`src/rtl/vm_order_sequencer.sv`:
```
// Order-execution controller for the book vending machine.
// Latches a book code and quantity, checks per-book stock, computes the
// order total and dispenses one book at a time over a req/ack handshake.
// mode/qty_now/total_sum feed the 7-segment display mux.
module vm_order_sequencer #(
  parameter int NUM_BOOKS   = 16,
  parameter int INIT_STOCK  = 9,
  parameter int HOLD_CYCLES = 50_000_000,
  parameter int ACK_TIMEOUT = 1000
) (
  input  logic        clk,
  input  logic        rst,
  input  logic [3:0]  code_sel,
  input  logic [4:0]  qty_sel,
  input  logic        restock,
  input  logic        btn_order,
  input  logic        btn_cancel,
  input  logic [9:0]  price,
  input  logic        disp_ack,
  output logic        disp_req,
  output logic [2:0]  mode,
  output logic [6:0]  qty_now,
  output logic [16:0] total_sum,
  output logic        busy
);

  localparam int STOCK_W = $clog2(INIT_STOCK + 1);
  localparam int HOLD_W  = $clog2(HOLD_CYCLES + 1);
  localparam int TO_W    = $clog2(ACK_TIMEOUT + 1);

  typedef enum logic [2:0] {
    S_IDLE     = 3'd0,
    S_CHECK    = 3'd1,
    S_DISPENSE = 3'd2,
    S_WAIT_ACK = 3'd3,
    S_DONE     = 3'd4,
    S_ERROR    = 3'd5
  } state_t;

  state_t              state_reg;
  logic [3:0]          code_reg;
  logic [4:0]          qty_reg;
  logic [4:0]          rem_reg;
  logic [16:0]         total_reg;
  logic                req_reg;
  logic                cancel_pend_reg;
  logic [HOLD_W-1:0]   hold_cnt_reg;
  logic [TO_W-1:0]     ack_cnt_reg;

  logic [STOCK_W-1:0]  stock_mem [NUM_BOOKS];
  logic [STOCK_W-1:0]  stock_cur;
  logic [14:0]         order_product;
  logic                restock_en;
  logic                dec_en;

  assign stock_cur     = stock_mem[code_reg];
  assign order_product = 15'(qty_reg) * 15'(price);
  // Refill only while idle; a book leaves the table once per accepted ack.
  assign restock_en    = (state_reg == S_IDLE) && restock;
  assign dec_en        = (state_reg == S_WAIT_ACK) && disp_ack;

  assign disp_req  = req_reg;
  assign mode      = state_reg;
  assign qty_now   = {2'b00, rem_reg};
  assign total_sum = total_reg;
  assign busy      = (state_reg != S_IDLE);

  // Per-book stock counters: reset/restock refill, ack decrements (never below zero).
  generate
    for (genvar gi = 0; gi < NUM_BOOKS; gi++) begin : g_stock
      always_ff @(posedge clk) begin
        if (rst) begin
          stock_mem[gi] <= STOCK_W'(INIT_STOCK);
        end else if (restock_en && (code_sel == 4'(gi))) begin
          stock_mem[gi] <= STOCK_W'(INIT_STOCK);
        end else if (dec_en && (code_reg == 4'(gi)) && (stock_mem[gi] != '0)) begin
          stock_mem[gi] <= stock_mem[gi] - STOCK_W'(1);
        end
      end
    end
  endgenerate

  // Order FSM with registered handshake and display outputs.
  always_ff @(posedge clk) begin
    if (rst) begin
      state_reg       <= S_IDLE;
      code_reg        <= '0;
      qty_reg         <= '0;
      rem_reg         <= '0;
      total_reg       <= '0;
      req_reg         <= 1'b0;
      cancel_pend_reg <= 1'b0;
      hold_cnt_reg    <= '0;
      ack_cnt_reg     <= '0;
    end else begin
      case (state_reg)
        S_IDLE: begin
          cancel_pend_reg <= 1'b0;
          // A simultaneous cancel suppresses the order; zero quantity is not an order.
          if (btn_order && !btn_cancel && (qty_sel != 5'd0)) begin
            code_reg  <= code_sel;
            qty_reg   <= qty_sel;
            state_reg <= S_CHECK;
          end
        end
        S_CHECK: begin
          if (btn_cancel) begin
            total_reg <= '0;
            rem_reg   <= '0;
            state_reg <= S_IDLE;
          end else if (32'(stock_cur) < 32'(qty_reg)) begin
            hold_cnt_reg <= '0;
            state_reg    <= S_ERROR;
          end else begin
            total_reg <= 17'(order_product);
            rem_reg   <= qty_reg;
            state_reg <= S_DISPENSE;
          end
        end
        S_DISPENSE: begin
          if (btn_cancel) begin
            hold_cnt_reg <= '0;
            state_reg    <= S_DONE;
          end else begin
            req_reg     <= 1'b1;
            ack_cnt_reg <= '0;
            state_reg   <= S_WAIT_ACK;
          end
        end
        S_WAIT_ACK: begin
          // A cancel here only stops further items; the book in flight completes.
          if (btn_cancel) cancel_pend_reg <= 1'b1;
          if (disp_ack) begin
            req_reg <= 1'b0;
            rem_reg <= rem_reg - 5'd1;
            if ((rem_reg == 5'd1) || cancel_pend_reg || btn_cancel) begin
              hold_cnt_reg <= '0;
              state_reg    <= S_DONE;
            end else begin
              state_reg <= S_DISPENSE;
            end
          end else if (ack_cnt_reg == TO_W'(ACK_TIMEOUT - 1)) begin
            req_reg      <= 1'b0;
            hold_cnt_reg <= '0;
            state_reg    <= S_ERROR;
          end else begin
            ack_cnt_reg <= ack_cnt_reg + TO_W'(1);
          end
        end
        S_DONE, S_ERROR: begin
          if (hold_cnt_reg == HOLD_W'(HOLD_CYCLES - 1)) begin
            rem_reg         <= '0;
            total_reg       <= '0;
            cancel_pend_reg <= 1'b0;
            state_reg       <= S_IDLE;
          end else begin
            hold_cnt_reg <= hold_cnt_reg + HOLD_W'(1);
          end
        end
        default: begin
          req_reg   <= 1'b0;
          state_reg <= S_IDLE;
        end
      endcase
    end
  end

endmodule

```
`config.mk`:
```
export PLATFORM = sky130hd
export DESIGN_NAME = vm_order_sequencer
export DESIGN_NICKNAME = d
export VERILOG_FILES = /design/src/rtl/vm_order_sequencer.sv
export SDC_FILE = /design/constraint.sdc
export NUM_CORES = 1
export LEC_CHECK = 0
export CAP_MARGIN = 5
export CORE_AREA = 3 3 147 149
export CTS_CLUSTER_SIZE = 25
export DETAILED_ROUTE_END_ITERATION = 12
export DIE_AREA = 0 0 150 152
export PLACE_DENSITY = 0.64
export SETUP_SLACK_MARGIN = 0.2
export SYNTH_ARGS = -nofsm -noshare
export SYNTH_HDL_FRONTEND = slang
export SYNTH_SLANG_ARGS = --single-unit
```
`constraint.sdc`:
```
create_clock -name clk -period 5.4 [get_ports clk]
set_input_delay 1.08 -clock clk [delete_from_list [all_inputs] [get_ports clk]]
set_output_delay 1.08 -clock clk [all_outputs]
set_load 0.05 [all_outputs]
```
## Word level (Yosys, flattened, before mapping)

Memory sizes are Yosys's and may differ from the RTL's. A register that Yosys moved wholly into a read port is not among the register bits.
Index checks and enable logic that the tools add are counted.
Widths: inputs -> output; s select.

| cells by class | value |
|---|---|
| mux-type cells | 185 |
| bitwise gates (word level) | 33 |
| magnitude comparators | 1 |
| reductions and logical operators | 91 |
| $add $sub $neg | 19 |
| equal/unequal tests | 52 |
| multiply operators | 1 |

Operator list:

| kind | count |
|---|---|
| $mux 26 | 7 |
| $mux 4 | 34 |
| $mux 1 | 119 |
| $pmux 26 s4 | 1 |
| $reduce_bool 4->1 | 17 |
| $eq 4x4->1 const B | 16 |
| $sub 4x1->4 const B | 16 |
| $logic_and 1x1->1 | 52 |
| $mux 17 | 3 |
| $pmux 17 s2 | 1 |
| $eq 4x3->1 const B | 8 |
| $or 1x1->1 | 32 |
| $mux 10 | 3 |
| $add 26x1->26 const B | 1 |
| $eq 26x26->1 const B | 1 |
| $mux 3 | 8 |
| $mux 5 | 4 |
| $ne 2x2->1 const B | 10 |
| $pmux 10 s2 | 1 |
| $eq 4x2->1 const B | 4 |
| $mul 5x10->15 | 1 |
| $pmux 3 s5 | 1 |
| $pmux 5 s3 | 1 |
| $reduce_and 3->1 | 4 |
| 26 further kinds | 37 |

| storage, ports and cells | value |
|---|---|
| memories kept | 1 |
| output and inout port bits | 29 |
| bits of input ports | 25 |
| register bits after elaboration | 72 |
| bits in writable memories | 64 |
| word-level logic and storage cells | 392 |

Memory list:

| name | depth | width | rd ports | clocked after memory_dff | write ports | line | RTL |
|---|---|---|---|---|---|---|---|
| stock_mem | 16 | 4 | 17 | 1 | 16 | 50 | `logic [STOCK_W-1:0] stock_mem [NUM_BOOKS];` |

## Logic depth before layout (Yosys ltp)

Gate-level depths: netlist (run 1).

| logic depth | value |
|---|---|
| depth in word-level cells | 9 |
| gate-level depth with buffers | 16 |
| mapped depth without buffers | 15 |

## Worst setup path before layout (run 1)

No wires, ideal clock.

| path | value |
|---|---|
| path type | input -> register |
| start point | in price[1] |
| end point | reg total_reg[12] (netlist: total_sum[12]) |
| setup slack | 917 ps |
| buffers on the path | 0 |
| stages on the path | 14 |
| arrival time | 4353 ps |
| data required time | 5270 ps |
| library setup time | 130 ps |
| path through | and2_1 fa_1 fa_1 inv_1 fa_1 inv_1 ha_1 o21ai_1 a21oi_1 o211ai_1 nand2_1 a21o_1 a2111oi_0 o31ai_1 |

| between the ends | value |
|---|---|
| cells in the longest elaborated chain, start to end | 4 |

RTL lines:

| item | line | RTL |
|---|---|---|
| start: declaration | 18 | `input logic [9:0] price,` |
| $mul 5x10->15 | 57 | `assign order_product = 15'(qty_reg) * 15'(price);` |
| $mux 17 | 111 | `end else if (32'(stock_cur) < 32'(qty_reg)) begin` |
| $mux 17 | 107 | `if (btn_cancel) begin` |
| $pmux 17 s2 | 96 | `case (state_reg)` |
| end signal: assignment | 115 | `total_reg <= 17'(order_product);` |
| end: declaration | 44 | `logic [16:0] total_reg;` |

Every way passes these cells. The select of a mux whose other input is x is not followed.
A chain may end at the register's enable or synchronous reset.

## Worst setup path after layout (run 1)

Same ends and word-level chain as after synthesis.

==> results of run 1 <==
## synthesized netlist by cell type, drive strengths merged (2+ instances only)
| cell | instances | area share [%] |
|---|---|---|
| mux2i | 13 | 1.4 |
| a2111o | 2 | 0.25 |
| buf | 7 | 0.56 |
| nor2b | 6 | 0.41 |
| or3 | 14 | 0.95 |
| xor2 | 7 | 0.67 |
| nor4b | 4 | 0.38 |
| and3 | 8 | 0.55 |
| o211ai | 2 | 0.16 |
| nand4 | 14 | 0.95 |
| a22oi | 2 | 0.16 |
| a31oi | 13 | 0.89 |
| a41oi | 4 | 0.38 |
| or4 | 3 | 0.25 |
| a21oi | 52 | 2.8 |
| o41ai | 3 | 0.29 |
| fa | 24 | 5.2 |
| edfxtp | 64 | 21 |
| a211oi | 10 | 0.82 |
| xnor2 | 49 | 4.7 |
| o21a | 2 | 0.16 |
| nand2b | 14 | 0.95 |
| or2 | 2 | 0.14 |
| a21o | 10 | 0.82 |
| ha | 46 | 6.3 |
| a211o | 9 | 0.86 |
| nor3 | 39 | 2.1 |
| and4 | 3 | 0.29 |
| nor2 | 109 | 4.5 |
| inv | 88 | 3.6 |
| a32o | 2 | 0.22 |
| a221o | 2 | 0.22 |
| a311oi | 10 | 0.95 |
| nand2 | 108 | 4.4 |
| and2 | 37 | 2.5 |
| clkbuf | 39 | 1.6 |
| o31ai | 6 | 0.49 |
| nor4 | 9 | 0.61 |
| o21ai | 28 | 1.5 |
| dfxtp | 74 | 16 |
| mux4 | 20 | 4.9 |
| nor3b | 4 | 0.33 |
| nand3 | 29 | 1.6 |
## power by group through the flow
stage	sequential (mW)	clock, mW	combinational, mW
floorplan	1.31	0	0.786
global placement	1.30	0	1.15
detailed placement	1.30	0	1.15
CTS	1.28	1.20	1.16
global route	1.30	1.25	1.27
finish	1.28	1.18	1.16
## tightest hold or removal path, cell delays in order, from the launching register on
cell and delay [ns]:
dfxtp_1 0.31, nand2_1 0.05, a21oi_1 0.05
## layout make-up
type,instances,area share (%)
clock buffer,19,4.23
sequential,138,32.5
clock inverter,13,1.43
timing repair buffer,57,5.21
multi-input combinational,742,50.2
inverter,89,3.19
tap,270,3.23
## logic make-up (layout without fill, tap and decap cells)
| family | count (synthesis) | in the layout | share of synthesized area (%) |
|---|---|---|---|
| DFF | 138 | 138 | 37.1 |
| AOI/OAI and AO/OA | 170 | 170 | 12.4 |
| adders and majority gates | 70 | 70 | 11.5 |
| and+or+nand+nor | 409 | 409 | 21.5 |
| buffers and inverters | 135 | 178 | 5.81 |
| xor gates and xnor gates | 56 | 56 | 5.34 |
| other | 1 | 4 | 0.0409 |
| muxes | 33 | 33 | 6.32 |
## final timing paths
kind,start,to,slack (ns),depth (start not counted)
max reg2reg,qty_reg[4],total_sum[12],1.05,14
min reg2reg,total_sum[8],total_sum[8],0.45,2
min,total_sum[8],total_sum[8],0.45,2
max,price[1],total_sum[12],0.60,15
## layout by cell type, fill, tap and decap left out, types with 14 or more instances in the layout
cell type        netlist  routed
or3_1                 14      14
ha_1                  46      46
clkbuf_16              0      17
dfxtp_1               74      74
edfxtp_1              64      64
clkdlybuf4s50_1        0      48
o21ai_0               14      14
o21ai_1               14      14
nor2_1               109     109
nand2_1              108     108
nand2b_1              14      14
nor3_1                39      39
inv_1                 86      86
fa_1                  24      24
and2_1                37      37
a21oi_1               52      52
nand4_1               14      14
mux4_2                20      20
nand3_1               29      29
xnor2_1               49      49
## routing by layer
metal / global-route usage [%] / wire [um] / part of all wire [%] / vias up
met5: 0 / 0 / 0 / -
met4: 5.01 / 277 / 1.2 / 0
met3: 3.75 / 1440 / 6.3 / 20
met2: 31.2 / 10400 / 46 / 213
met1: 29.8 / 10600 / 47 / 3547
li1: - / - / - / 3639
## per-stage QoR
step / power (mW) / setup WS (ns) / instance area (um^2) / hold WS (ns)
after global routing: 3.82 / 0.340 / 10500 / 0.475
after detailed placement: 2.45 / 0.199 / 9870 / 0.446
after global placement: 2.45 / 0.223 / 9870 / 0.442
after CTS: 3.64 / 0.611 / 10500 / 0.454
after floorplan: 2.09 / 0.917 / 9190 / 0.442
final: 3.62 / 0.595 / 10500 / 0.454
==> summary.md, run 1 <==
| Metric | Value |
|---|---|
| Total Wirelength | 22.7 mm |
| Setup TNS | 0 ns |
| Data arrival time of the worst path | 5.09 ns |
| Hold Crit Class | register to register |
| Synth cell types | 69 |
| Worst Path Buf+Inv | 3 |
| Sw frac | 37.3% |
| H-tree levels | 4 |
| Number of synthesized flops with an enable pin | 64 |
| Skew final | 0.00964 ns |
| P&R area growth vs syn | 14.0% |
| Final ANT Viol Nets | 0 |
| Flop pwr share | 35.4% |
| Max IR drop VDD | 0.285 mV |
| Final setup fails | 0 |
| Worst-Skew Late Latency | 0.42 ns |
| Max Freq | 208 MHz |
| Clock period minus worst slack | 4.80 ns |
| Residual DRC | 0 |
| Netlist Area Pre-Place | 9180 um^2 |
| CTS tree | built |
| Number of max-cap violations | 0 |
| Global-route wire length before repair | 37.5 mm |
| Area occupied by multi-input gates | 5250 um^2 |
| Global route overflow | 0 |
| Crit Path Category | input port to register |
| Max_slew headroom | 17.1% |
| Sw power | 1.35 mW |
| Drt first-iter violations | 636 |
| Status | complete, no violations |
| Clock slew at reported path FFs | 0.06 ns |
| Critical Path Max Stage Delay | 0.55 ns |
| Crit path max fanout | 5 |
| Filler instances | 1922 |
| RSZ-0062 raised after global routing | no |
| Pins Over Slew Limit | 0 |
| Worst-Margin Slew | 1.24 ns |
| Slowest cell on the critical path | fa_1 |
| Overall die width | 150 um |
| Nets | 1140 |
| CP required | 5.68 ns |
| Crit-path cells | clkdlybuf4s50_1, and2_1, fa_1, fa_1, inv_1, fa_1, inv_1, ha_1, o21ai_1, a21oi_1, o211ai_1, nand2_1, a21o_1, a2111oi_0, o31ai_1 |
| Total GRT Usage | 20.4% |
| # IOs | 54 |
| Vias after detailed routing | 7419 |
| DIE AREA | 22800 um^2 |
| Register area share after synthesis | 37.1% |
| CP endpoint kind | register |
| Mean area per synthesized cell | 9.07 um^2 |
| N_diodes | 0 |
| CP delay by family, top | adder cells |
| DIE HEIGHT | 152 um |
| Initial core utilization | 45.2% |
| PwrDens | 346 nW/um^2 |
| Cts repair resizes | 0 |
| Vias in the first global route | 7153 |
| Antenna violations before repair | 0 |
| CP Launch Type | input port |
| GP Congestion | 0.874 |
| Site Rows | 52 |
| # port buffers | 49 |
| Yosys warnings | 0 |
| Core ar. | 20300 um^2 |
| DRT Pass-1 Iters | 5 |
| Synth Flop Type | dfxtp_1 |
| Most frequent CP cell | fa_1 |
| Yosys reg bits | 138 |
| Internal | 2.27 mW |
| Post-CTS Setup Inserts | 0 |
| Share of layout cells above drive strength 1 | 5.77% |
| Non-Filler Instances | 1328 |
| FF+latch area | 3400 um^2 |
| Half-perimeter wire length after placement | 16.8 mm |
| Mapped Cells | 1012 |
| Vias per Instance | 5.59 |
| Largest net degree at the start of global routing | 35 |
| CTS Buf Count | 17 |
| Final Cycle Share | 89.0% |
| Leakage | 3.87 nW |
| Utilization after layout | 51.6% |
| Routed len/inst | 17.1 um |
| Clock Sinks | 138 |
| Final Hold Fails | 0 |
| Placed cells | 1296 |
| Ys async rst share | 0% |
| Clock power frac | 32.6% |
| Hold_buf cts | 0 |
| Clock Tree Root | clkbuf_16 |
| CTS Buffer Depth | 2 |
| Comb power frac | 32.0% |
| Max reg flops | 64 |
Note: power is estimated with default switching activity, not from simulation.
==> run 2, diff against run 1 <==
Settings changed: CORE_AREA 3 3 147 149 to 2 2 165 167, DIE_AREA 0 0 150 152 to 0 0 167 169, PLACE_DENSITY 0.64 to 0.52.
==> summary.md, run 2 (same netlist as run 1, synthesis figures left out) <==
| Metric | Value |
|---|---|
| Max_slew headroom | 19.1% (+2.1 points) |
| Sw power | 1.41 mW (+4.3%) |
| Clock Sinks | 138 (unchanged) |
| CP Launch Type | input port |
| DIE HEIGHT | 169 um (+11%) |
| CTS tree | built |
| Internal | 2.30 mW (+1.5%) |
| Vias in the first global route | 7263 (+1.5%) |
| H-tree levels | 4 (unchanged) |
| Share of layout cells above drive strength 1 | 6.13% (+0.37 points) |
| Placed cells | 1369 (+5.6%) |
| CP required | 5.70 ns (+0.02 ns) |
| Utilization after layout | 40.0% (-12 points) |
| DRT Pass-1 Iters | 6 (+1) |
| Post-CTS Setup Inserts | 0 (unchanged) |
| Leakage | 3.90 nW (+0.78%) |
| Non-Filler Instances | 1401 (+5.5%) |
| Hold_buf cts | 0 (unchanged) |
| Filler instances | 2665 (+39%) |
| CTS Buf Count | 17 (unchanged) |
| Crit Path Category | input port to register |
| Pins Over Slew Limit | 0 (unchanged) |
| Sw frac | 38.0% (+0.64 points) |
| N_diodes | 0 (unchanged) |
| Global route overflow | 0 (unchanged) |
| Data arrival time of the worst path | 5.07 ns (-0.02 ns) |
| Residual DRC | 0 (unchanged) |
| Max Freq | 209 MHz (+0.60%) |
| Most frequent cells in the layout | nor2_1 (109), nand2_1 (108), inv_1 (86) |
| Final setup fails | 0 (unchanged) |
| Hold Crit Class | register to register |
| Area occupied by multi-input gates | 5250 um^2 (unchanged) |
| Worst setup margin | 0.624 ns (+0.0289 ns) |
| Largest net degree at the start of global routing | 53 (+51%) |
| Worst-Skew Late Latency | 0.43 ns (about the same) |
| Status | complete, no violations |
| Clock Tree Root | clkbuf_16 |
| # IOs | 54 (unchanged) |
| # port buffers | 49 (unchanged) |
| Clock slew at reported path FFs | 0.06 ns (about the same) |
| Nets | 1142 (+0.18%) |
| Clock period minus worst slack | 4.78 ns (-0.0289 ns) |
| Flop pwr share | 34.5% (-0.9 points) |
| RSZ-0062 raised after global routing | no |
| Final ANT Viol Nets | 0 (unchanged) |
| Max IR drop VDD | 0.170 mV (-40%) |
| Overall die width | 167 um (+11%) |
| Final Cycle Share | 88.4% (-0.53 points) |
| Routed len/inst | 17.1 um (-0.13%) |
| Number of max-cap violations | 0 (unchanged) |
| Site Rows | 60 (+15%) |
| Cts repair resizes | 0 (unchanged) |
| GP Congestion | 0.814 (-6.9%) |
| Hold slack | 0.453 ns (-0.000731 ns) |
| Total GRT Usage | 17.4% (-2.9 points) |
| Crit path max fanout | 5 (unchanged) |
| PwrDens | 350 nW/um^2 (+1.2%) |
| Final Hold Fails | 0 (unchanged) |
| Half-perimeter wire length after placement | 17.7 mm (+5.4%) |
| Antenna violations before repair | 1 (+1) |
| Max reg flops | 64 (unchanged) |
| Core ar. | 26500 um^2 (+31%) |
| Worst-Margin Slew | 1.21 ns (-0.0308 ns) |
| Clock power frac | 33.6% (+1.0 points) |
| Setup TNS | 0 ns (unchanged) |
| Drt first-iter violations | 493 (-22%) |
| Vias per Instance | 5.29 (-5.3%) |
| Global-route wire length before repair | 39.2 mm (+4.5%) |
| DP Worst Slack | 0.153 ns (-0.0461 ns) |
| P&R area growth vs syn | 15.5% |
| CTS Buffer Depth | 2 (unchanged) |
| Initial core utilization | 34.6% (-11 points) |
| Vias after detailed routing | 7413 (-0.081%) |
| FF+latch area | 3400 um^2 (unchanged) |
| Comb power frac | 32.0% (about the same) |
| Skew final | 0.0167 ns (+0.00704 ns) |
| DIE AREA | 28200 um^2 (+24%) |
| Most common cell after layout, fill and taps aside | nor2_1 |
| Total Wirelength | 23.9 mm (+5.4%) |
| CP endpoint kind | register |
-- run 2: changes by cell type in the layout (fill, tap and decap cells not counted) --
cell	previous run	this run
clkbuf_16	17	19
buf_2	1	0
clkinvlp_4	2	1
inv_6	1	4
clkinv_4	1	0
bufinv_16	3	2
inv_4	0	3
clkinv_1	3	1
clkinv_2	4	0
clkbuf_2	0	1
buf_4	8	11
-- run 2: cell type report --
type                            count  share of cell area [%]
Clock buffer                       22                    4.70
Clock inverter                     10                    1.14
Inverter                           89                    3.15
Multi-Input combinational cell    742                    49.6
Sequential cell                   138                    32.1
Tap cell                          341                    4.03
Timing Repair Buffer               59                    5.31
-- run 2: final timing paths --
path,startpoint,endpoint,slack (ns),cells after the start
worst max register to register,register,hold_cnt_reg[21],0.93,10
worst min register to register,total_sum[7],total_sum[7],0.45,2
worst min-delay path,total_sum[7],total_sum[7],0.45,2
worst max-delay path,price[1],total_sum[12],0.62,15
-- run 2: worst max-delay path, cell delays in order --
cell and delay [ns]:
clkdlybuf4s50_1 0.46, and2_1 0.20, fa_1 0.50, fa_1 0.54, inv_1 0.06, fa_1 0.53, inv_1 0.04, ha_1 0.35
o21ai_1 0.15, a21oi_1 0.08, o211ai_1 0.18, nand2_1 0.13, a21o_1 0.23, a2111oi_0 0.42, o31ai_1 0.12
-- run 2: stage by stage --
| stage | area [um^2] | power (mW) |
|---|---|---|
| 6_report | 10600 | 3.71 |
| 3_5_place_dp | 9980 | 2.49 |
| 2_1_floorplan | 9190 | 2.09 |
| 5_1_grt | 10600 | 3.90 |
| 3_3_place_gp | 9980 | 2.50 |
| 4_1_cts | 10600 | 3.74 |
-- run 2: power by group through the flow --
| stage | Sequential [mW] | Clock [mW] | Combinational [mW] |
|---|---|---|---|
| 2_1_floorplan | 1.31 | 0 | 0.786 |
| 3_3_place_gp | 1.31 | 0 | 1.19 |
| 3_5_place_dp | 1.30 | 0 | 1.19 |
| 4_1_cts | 1.28 | 1.27 | 1.19 |
| 5_1_grt | 1.30 | 1.31 | 1.30 |
| 6_report | 1.28 | 1.25 | 1.19 |
-- run 2: metal layers --
layer	wire (um)	vias up	GRT usage, %	share of wire [%]
li1	-	3651	-	-
met1	11600	3589	24.4	49
met2	10900	156	27.9	46
met3	987	17	2.69	4.1
met4	393	0	5.21	1.6
met5	0	-	0	0
==> run 3, diff against run 2 <==
Settings changed: ABC_CLOCK_PERIOD_IN_PS from default to 5800.
Clock period 5.4 ns to 5.8 ns, I/O delays scaled along.
==> summary.md, run 3 (same netlist as run 1, synthesis figures left out) <==
| Metric | Value |
|---|---|
| Skew final | 0.0117 ns (-0.00496 ns) |
| DP Worst Slack | 0.444 ns (+0.291 ns) |
| Largest net degree at the start of global routing | 81 (+53%) |
| Finished Cell Area | 10600 um^2 (-0.41%) |
| Leakage | 3.87 nW (-0.78%) |
| Status | complete, no violations |
| Critical Path Max Stage Delay | 0.54 ns (about the same) |
| Site Rows | 60 (unchanged) |
| Initial core utilization | 34.6% (unchanged) |
| Non-Filler Instances | 1397 (-0.29%) |
| Drt first-iter violations | 514 (+4.3%) |
| N_diodes | 0 (unchanged) |
| Overall die width | 167 um (unchanged) |
| Max_slew headroom | 18.0% (-1.1 points) |
| Crit path max fanout | 5 (unchanged) |
| Setup TNS | 0 ns (unchanged) |
| CTS tree | built |
| Slowest cell on the critical path | fa_1 |
| Max IR drop VDD | 0.175 mV (+2.5%) |
| Grt met1 use | 24.7% (+0.38 points) |
| Final Cycle Share | 85.3% |
| Nets | 1138 (-0.35%) |
| Hold Crit Class | register to register |
| CTS Buf Count | 17 (unchanged) |
| Gr busiest metal | met2 |
| Worst setup path endpoint | total_sum[12] |
| Pins Over Slew Limit | 0 (unchanged) |
| Most common cell after layout, fill and taps aside | nor2_1 |
| Global route overflow | 0 (unchanged) |
| Total GRT Usage | 17.5% (+0.073 points) |
| Most frequent cells in the layout | nor2_1 (109), nand2_1 (108), inv_1 (86) |
| Final Hold Fails | 0 (unchanged) |
| DIE HEIGHT | 169 um (unchanged) |
| CTS Buffer Depth | 2 (unchanged) |
| Vias per Instance | 5.32 (+0.61%) |
| Antenna violations before repair | 0 (-1) |
| Met3 GRT Util | 2.69% (unchanged) |
| H-tree levels | 4 (unchanged) |
| Core ar. | 26500 um^2 (unchanged) |
| GP Congestion | 0.827 (+1.7%) |
| PwrDens | 323 nW/um^2 (-7.9%) |
| Hold_buf cts | 0 (unchanged) |
| DP Area | 9950 um^2 (-0.30%) |
| DIE AREA | 28200 um^2 (unchanged) |
| Cts repair resizes | 0 (unchanged) |
| Clock slew at reported path FFs | 0.06 ns (about the same) |
| CP Launch Type | input port |
| Critical R2R Capture | hold_cnt_reg[21] |
| Worst-Margin Slew | 1.23 ns (+0.0161 ns) |
| Share of layout cells above drive strength 1 | 5.68% (-0.45 points) |
| Placed cells | 1365 (-0.29%) |
| Worst setup margin | 0.853 ns (+0.229 ns) |
| Most frequent CP cell | fa_1 |
| Vias in the first global route | 7221 (-0.58%) |
| Clock period minus worst slack | 4.95 ns |
| Total Wirelength | 23.9 mm (about the same) |
| Post-CTS Setup Inserts | 0 (unchanged) |
| # IOs | 54 (unchanged) |
| Number of max-cap violations | 0 (unchanged) |
| DRT Pass-1 Iters | 5 (-1) |
| Worst-Skew Late Latency | 0.42 ns (about the same) |
| RSZ-0062 raised after global routing | no |
| Clock Sinks | 138 (unchanged) |
| CP required | 6.09 ns (+0.39 ns) |
| Crit-path cells | clkdlybuf4s50_1, and2_1, fa_1, fa_1, inv_1, fa_1, inv_1, ha_1, o21ai_1, a21oi_1, o211ai_1, nand2_1, a21o_1, a2111oi_0, o31ai_1 |
| Max Freq | 202 MHz |
| Final ANT Viol Nets | 0 (unchanged) |
| Vias after detailed routing | 7437 (+0.32%) |
| P&R area growth vs syn | 15.0% |
| # port buffers | 49 (unchanged) |
| Crit Path Category | input port to register |
| Filler instances | 2661 (-0.15%) |
| Met2 usage in global routing | 27.5% (-0.38 points) |
| Clock Tree Root | clkbuf_16 |
| Start point of the critical path | price[1] |
| Final setup fails | 0 (unchanged) |
| R2R depth | 10 (unchanged) |
| Flop2flop setup slack | 1.27 ns (+0.34 ns) |
| Global-route wire length before repair | 39.3 mm (+0.46%) |
| Half-perimeter wire length after placement | 17.7 mm (-0.48%) |
| CP endpoint kind | register |
| Routed len/inst | 17.1 um (+0.32%) |
| Residual DRC | 0 (unchanged) |
| Max reg flops | 64 (unchanged) |
| Data arrival time of the worst path | 5.23 ns (+0.16 ns) |
| Hold slack | 0.452 ns (-0.000621 ns) |
[run 3: cell types whose count changed in the layout (fill, tap and decap cells not counted), moves of 2 or more]
cell      delta
buf_4        -4
inv_6        -3
clkinv_2     +2
inv_4        -2
[run 3: final cells by class]
cell class	count	area [um^2]	area share, %
Inverter	89	334	3.16
Sequential cell	138	3400	32.2
Tap cell	341	427	4.04
Clock inverter	8	78.8	0.747
Clock buffer	24	527	4.99
Multi-Input combinational cell	742	5250	49.8
Timing Repair Buffer	55	533	5.05
[run 3: metrics by stage]
step                utilization [%]  power (mW)
detailed placement             37.5        2.31
floorplan                         -        1.95
CTS                            39.8        3.43
global route                   39.8        3.58
global placement               37.5        2.32
finish                         39.8        3.41
[run 3: worst min-delay path by stage]
stage / startpoint / endpoint / slack, ns / depth (start not counted)
after floorplan: hold_cnt_reg[25] / hold_cnt_reg[25] / 0.44 / 1
after global placement: total_sum[0] / total_sum[0] / 0.44 / 2
after detailed placement: total_sum[8] / total_sum[8] / 0.45 / 2
after CTS: total_sum[8] / total_sum[8] / 0.46 / 2
after global routing: total_sum[8] / total_sum[8] / 0.48 / 2
final: total_sum[8] / total_sum[8] / 0.45 / 2
[run 3: report_power, final]
| group | total, mW | internal (mW) | switching (mW) | leakage, nW |
|---|---|---|---|---|
| logic | 1.09 | 0.356 | 0.734 | 2.43 |
| clock network | 1.12 | 0.682 | 0.435 | 0.296 |
| registers | 1.20 | 1.07 | 0.125 | 1.15 |
| total | 3.41 | 2.11 | 1.29 | 3.87 |
[run 3: worst max-delay path, delay by kind of cell]
kind            cells  cell delay, ns
simple gates        2            0.33
fa+ha+maj           4            1.94
compound gates      6            1.23
buf+inv             3            0.55
[run 3: per-layer routing]
metal | share of wire, % | vias up
met5 | 0 | -
met4 | 1.4 | 0
met3 | 4.0 | 24
met2 | 46 | 171
met1 | 49 | 3609
li1 | - | 3633
==> edit 1: new RTL, config.mk and constraints of run 1 <==
`ACK_TIMEOUT`: 1000 -> 250.
--- a/src/rtl/vm_order_sequencer.sv
+++ b/src/rtl/vm_order_sequencer.sv
@@ -6,7 +6,7 @@
   parameter int NUM_BOOKS   = 16,
   parameter int INIT_STOCK  = 9,
   parameter int HOLD_CYCLES = 50_000_000,
-  parameter int ACK_TIMEOUT = 1000
+  parameter int ACK_TIMEOUT = 250
 ) (
   input  logic        clk,
   input  logic        rst,
Function: same outputs for any inputs over 4 cycles, from zero or initial values and one cycle with rst high; that may be too few to reach the edited logic, so the function may still have changed.
==> edit 1 against run 1 <==
Sequential cell count shrank 2; final cell count shrank 0.45%; non-clock buffer count shrank 2; critical path type unchanged; power shrank 19%; wire length shrank 2.2%; worst setup slack gained 52 ps; core utilization shrank 0.37 points; largest power group unchanged; design area shrank 0.72%; count of clock-buffer cells in the layout shrank 2; highest routed layer unchanged; area after synthesis shrank 0.42%; critical path depth is the same.
==> edit 1: results (changes against run 1) <==
\begin{tabular}{lr}
\hline
Metric & Value \\
\hline
\multicolumn{2}{l}{\textbf{Power}} \\
\quad Static leakage & 3.82 nW (-1.3\%) \\
\quad Maximum resistive drop on vdd & 0.226 mV (-21\%) \\
\multicolumn{2}{l}{\textbf{Drt}} \\
\quad Sum of met3 wire segment lengths after detailed routing & 1230 µm (-14\%) \\
\quad Total length of routed met2 wires & 10100 µm (-2.4\%) \\
\quad Total number of vias & 7464 (+0.61\%) \\
\quad Drt wl/cell & 16.8 µm (-1.7\%) \\
\quad DR iter-0 viols & 613 (-3.6\%) \\
\quad Routed metal-1 wire length & 10500 µm (-1.2\%) \\
\multicolumn{2}{l}{\textbf{Synthesis}} \\
\quad Top area cells in the synthesized netlist & edfxtp\_1 21\%, dfxtp\_1 16\%, ha\_1 6.4\% \\
\quad Yosys cell types & 68 (-1.4\%) \\
\quad Synthesized area per cell & 9.05 µm² (-0.23\%) \\
\quad Top cells by instance count after synthesis & 101 x nand2\_1, 95 x nor2\_1, 93 x inv\_1 \\
\multicolumn{2}{l}{\textbf{Outcome}} \\
\quad Status & finished, final reports clean \\
\multicolumn{2}{l}{\textbf{Global route}} \\
\quad Global-route track usage on met2 & 0.307 (-0.00536) \\
\quad Maximum number of pins on one net before global-route repair & 49 (+40\%) \\
\quad Met3 Track Usage GR & 0.0390 (+0.00149) \\
\quad Number of global-route vias before repair & 7176 (+0.32\%) \\
\quad Met1 layer usage reported by global route & 0.282 (-0.0163) \\
\quad Global Route Usage Sum & 0.198 (-0.00577) \\
\quad First-pass GRT wire length & 36600 µm (-2.2\%) \\
\multicolumn{2}{l}{\textbf{Cells and area}} \\
\quad Nets@finish & 1135 (-0.44\%) \\
\multicolumn{2}{l}{\textbf{Worst hold path}} \\
\quad Worst hold start & total\_sum[11] \\
\multicolumn{2}{l}{\textbf{Worst setup path}} \\
\quad Worst Setup SP & price[2] \\
\quad WP data arrival & 5060 ps (-30 ps) \\
\multicolumn{2}{l}{\textbf{Placed design}} \\
\quad Placer congestion estimate & 0.830 (-5.0\%) \\
\multicolumn{2}{l}{\textbf{STA}} \\
\quad Relative slew margins & 0.110 (-0.0610) \\
\quad Largest clock skew in the final design & 12.5 ps (+2.83 ps) \\
\hline
\end{tabular}
[edit 1: cell families after synthesis]
family / count (synthesis) / share of synthesized area
adder cells (fa/ha/maj): 71 / 0.117
buffers and inverters: 142 / 0.0609
multiplexers: 30 / 0.0591
AND/OR/NAND/NOR: 395 / 0.214
XOR/XNOR: 42 / 0.0402
other: 1 / 0.000410
AO/OA/AOI/OAI: 193 / 0.141
flip-flops: 136 / 0.368
[edit 1: layout make-up]
cell class / count / area [µm²]
well taps: 270 / 338
repair buffers: 55 / 531
clock inverters: 15 / 151
multi-input cells: 735 / 5230
inverters: 94 / 353
flip-flops and latches: 136 / 3360
clock buffers: 17 / 425
fillers: 1914 / 9910
[edit 1: metrics by stage]
stage / setup WS (ps) / cell area, µm² / std cells / hold WS [ps]
final: 647 / 10400 / 1322 / 461
after global routing: 321 / 10400 / 1322 / 499
after CTS: 640 / 10400 / 1322 / 465
after detailed placement: 189 / 9820 / 1290 / 453
after global placement: 262 / 9820 / 1290 / 448
after floorplan: 921 / 9150 / 1013 / 449
[edit 1: worst paths after layout]
path / to / slack (ps) / cells past startpoint
worst max-delay path: total_sum[14] / 650 / 15
worst min-delay path: total_sum[11] / 460 / 2
worst max register to register: hold_cnt_reg[1] / 1030 / 10
worst min register to register: total_sum[11] / 460 / 2
[edit 1: power breakdown]
| group | leakage [nW] | switching [mW] | internal [mW] |
|---|---|---|---|
| sequential | 1.13 | 0.0716 | 1.11 |
| combinational | 2.42 | 0.380 | 0.207 |
| clock | 0.273 | 0.468 | 0.681 |
==> edit 2: new RTL, flow settings as in run 1 <==
Without the edit above. Reset style: asynchronous (`rst`), changed in 2 clocked blocks.
--- a/src/rtl/vm_order_sequencer.sv
+++ b/src/rtl/vm_order_sequencer.sv
@@ -68,7 +68,7 @@
   // Per-book stock counters: reset/restock refill, ack decrements (never below zero).
   generate
     for (genvar gi = 0; gi < NUM_BOOKS; gi++) begin : g_stock
-      always_ff @(posedge clk) begin
+      always_ff @(posedge clk or posedge rst) begin
         if (rst) begin
           stock_mem[gi] <= STOCK_W'(INIT_STOCK);
         end else if (restock_en && (code_sel == 4'(gi))) begin
@@ -81,7 +81,7 @@
   endgenerate
 
   // Order FSM with registered handshake and display outputs.
-  always_ff @(posedge clk) begin
+  always_ff @(posedge clk or posedge rst) begin
     if (rst) begin
       state_reg       <= S_IDLE;
       code_reg        <= '0;
Formal check against the unedited RTL: differs if rst is asserted again (counterexample within 4 cycles, from zero or initial values and one cycle with rst high); with rst held inactive, the same outputs for 4 cycles.
==> edit 2 against run 1 <==
Design area up 1.9%; wire length down 1.0%; largest cell class unchanged; non-clock buffer count shrank 3; area after synthesis rose by 2.3%; fmax grew 3.9%; first-iteration DRC count fell by 16%; worst setup slack better by 180 ps; sequential cell count is 4 lower; core utilization up 0.98 points; critical path depth down 1.
Power is not compared: it rests on default switching activity, and its combinational part moved more than twofold at a synthesized area within 25%.
==> edit 2: results (changes against run 1) <==
\begin{tabular}{lr}
\hline
Metric & Value \\
\hline
\multicolumn{2}{l}{\textbf{Placed design}} \\
\quad Post-DP HPWL & 16200 µm (-3.5\%) \\
\quad Placed Instances & 1315 (+1.5\%) \\
\quad Dpl ws & 354 ps (+155 ps) \\
\quad Placer congestion estimate & 0.834 (-4.6\%) \\
\quad Placement Cell Area & 10100 µm² (+2.1\%) \\
\multicolumn{2}{l}{\textbf{Global route}} \\
\quad Global Route Usage Sum & 0.204 (+0.000227) \\
\quad Number of global-route vias before repair & 7346 (+2.7\%) \\
\quad First-pass GRT wire length & 37600 µm (+0.50\%) \\
\quad Maximum number of pins on one net before global-route repair & 111 (+220\%) \\
\multicolumn{2}{l}{\textbf{Drt}} \\
\quad DR iter-0 viols & 532 (-16\%) \\
\quad Drt wl/cell & 16.7 µm (-2.4\%) \\
\quad Final WL & 22500 µm (-1.0\%) \\
\quad DR vias/cell & 5.62 (+0.52\%) \\
\multicolumn{2}{l}{\textbf{Worst setup path}} \\
\quad Register-to-Register Path Depth & 10 (-4) \\
\quad Worst-case register-to-register setup slack & 1240 ps (+190 ps) \\
\quad Reg2Reg Capture Point & total\_sum[9] \\
\quad Launching point of the worst reg2reg path & code\_reg[0] \\
\multicolumn{2}{l}{\textbf{Worst hold path}} \\
\quad Capture endpoint of the worst hold path & total\_sum[0] \\
\quad Worst hold start & total\_sum[0] \\
\quad Cells on Worst Hold Path & 1 (-1) \\
\multicolumn{2}{l}{\textbf{Synthesis}} \\
\quad Top area cells in the synthesized netlist & dfrtp\_1 27\%, dfstp\_2 9.0\%, ha\_1 6.1\% \\
\quad Post-synth ARST share & 1.00 (+1.00) \\
\quad Yosys cell types & 72 (+4.3\%) \\
\quad Synthesized area per cell & 9.13 µm² (+0.64\%) \\
\quad Top cells by instance count after synthesis & 111 x nand2\_1, 106 x nor2\_1, 102 x dfrtp\_1 \\
\multicolumn{2}{l}{\textbf{STA}} \\
\quad Final worst hold slack & 510 ps (+56.4 ps) \\
\quad Relative slew margins & 0.236 (+0.0654) \\
\multicolumn{2}{l}{\textbf{Outcome}} \\
\quad Status & finished, final reports clean \\
\multicolumn{2}{l}{\textbf{Cells and area}} \\
\quad Nets@finish & 1159 (+1.7\%) \\
\quad Ratio of cells with drive above 1 in the final layout & 0.100 (+0.0426) \\
\multicolumn{2}{l}{\textbf{Power}} \\
\quad Maximum resistive drop on vdd & 0.252 mV \\
\hline
\end{tabular}
[edit 2: cell count changes after synthesis, moves of 11 or more]
cell      before  now
dfrtp_1        0  102
dfxtp_1       74    0
edfxtp_1      64    0
dfstp_2        0   32
inv_1         86  101
o21ai_0       14   27
o21ai_1       14    1
a211oi_1      10   22
a21oi_1       52   40
clkbuf_1      38   27
mux2_2         0   11
[edit 2: kinds of logic (layout without fill, tap and decap cells)]
group,after synthesis,count (layout),synth area share
multiplexers,43,43,0.0774
buffers and inverters,143,188,0.0613
adder cells (fa/ha/maj),70,70,0.112
other,1,4,0.000399
flip-flops,134,134,0.361
AO/OA/AOI/OAI,169,169,0.122
XOR/XNOR,57,57,0.0532
AND/OR/NAND/NOR,412,412,0.212
[edit 2: final cells by class]
class	instances	area (µm²)
multi-input combinational	755	5440
clock inverter	10	130
inverter	102	388
clock buffer	22	454
sequential	134	3390
fill	1900	9630
timing repair buffer	54	528
tap	270	338
[edit 2: metal layers]
| metal | vias up | global-route usage | wire (µm) | share of wire |
|---|---|---|---|---|
| li1 | 3647 | - | - | - |
| met1 | 3687 | 0.289 | 10500 | 0.47 |
| met2 | 200 | 0.317 | 10500 | 0.47 |
| met3 | 30 | 0.0447 | 1070 | 0.047 |
| met4 | 0 | 0.0558 | 420 | 0.019 |
| met5 | - | 0 | 0 | 0 |
[edit 2: worst max-delay path by stage]
stage	from	endpoint	cells after the start	slack (ps)
after global placement	price[3]	total_sum[14]	14	380
after detailed placement	price[3]	total_sum[14]	14	350
after CTS	price[3]	total_sum[14]	14	780
after floorplan	rst	ack_cnt_reg[0]	1	790
final	price[3]	total_sum[14]	14	780
after global routing	price[0]	total_sum[10]	13	530
[edit 2: report_power, final]
part | switching (mW) | internal, mW
combinational | 1.65 | 1.24
sequential | 0.430 | 1.32
clock | 0.437 | 0.734
[edit 2: critical path, delay by kind of cell]
| kind | cells | cell delay (ps) |
|---|---|---|
| AOI/OAI and AO/OA | 4 | 690 |
| and+or+nand+nor | 2 | 520 |
| xor gates and xnor gates | 1 | 160 |
| buffers and inverters | 3 | 580 |
| adders and majority gates | 4 | 1900 |
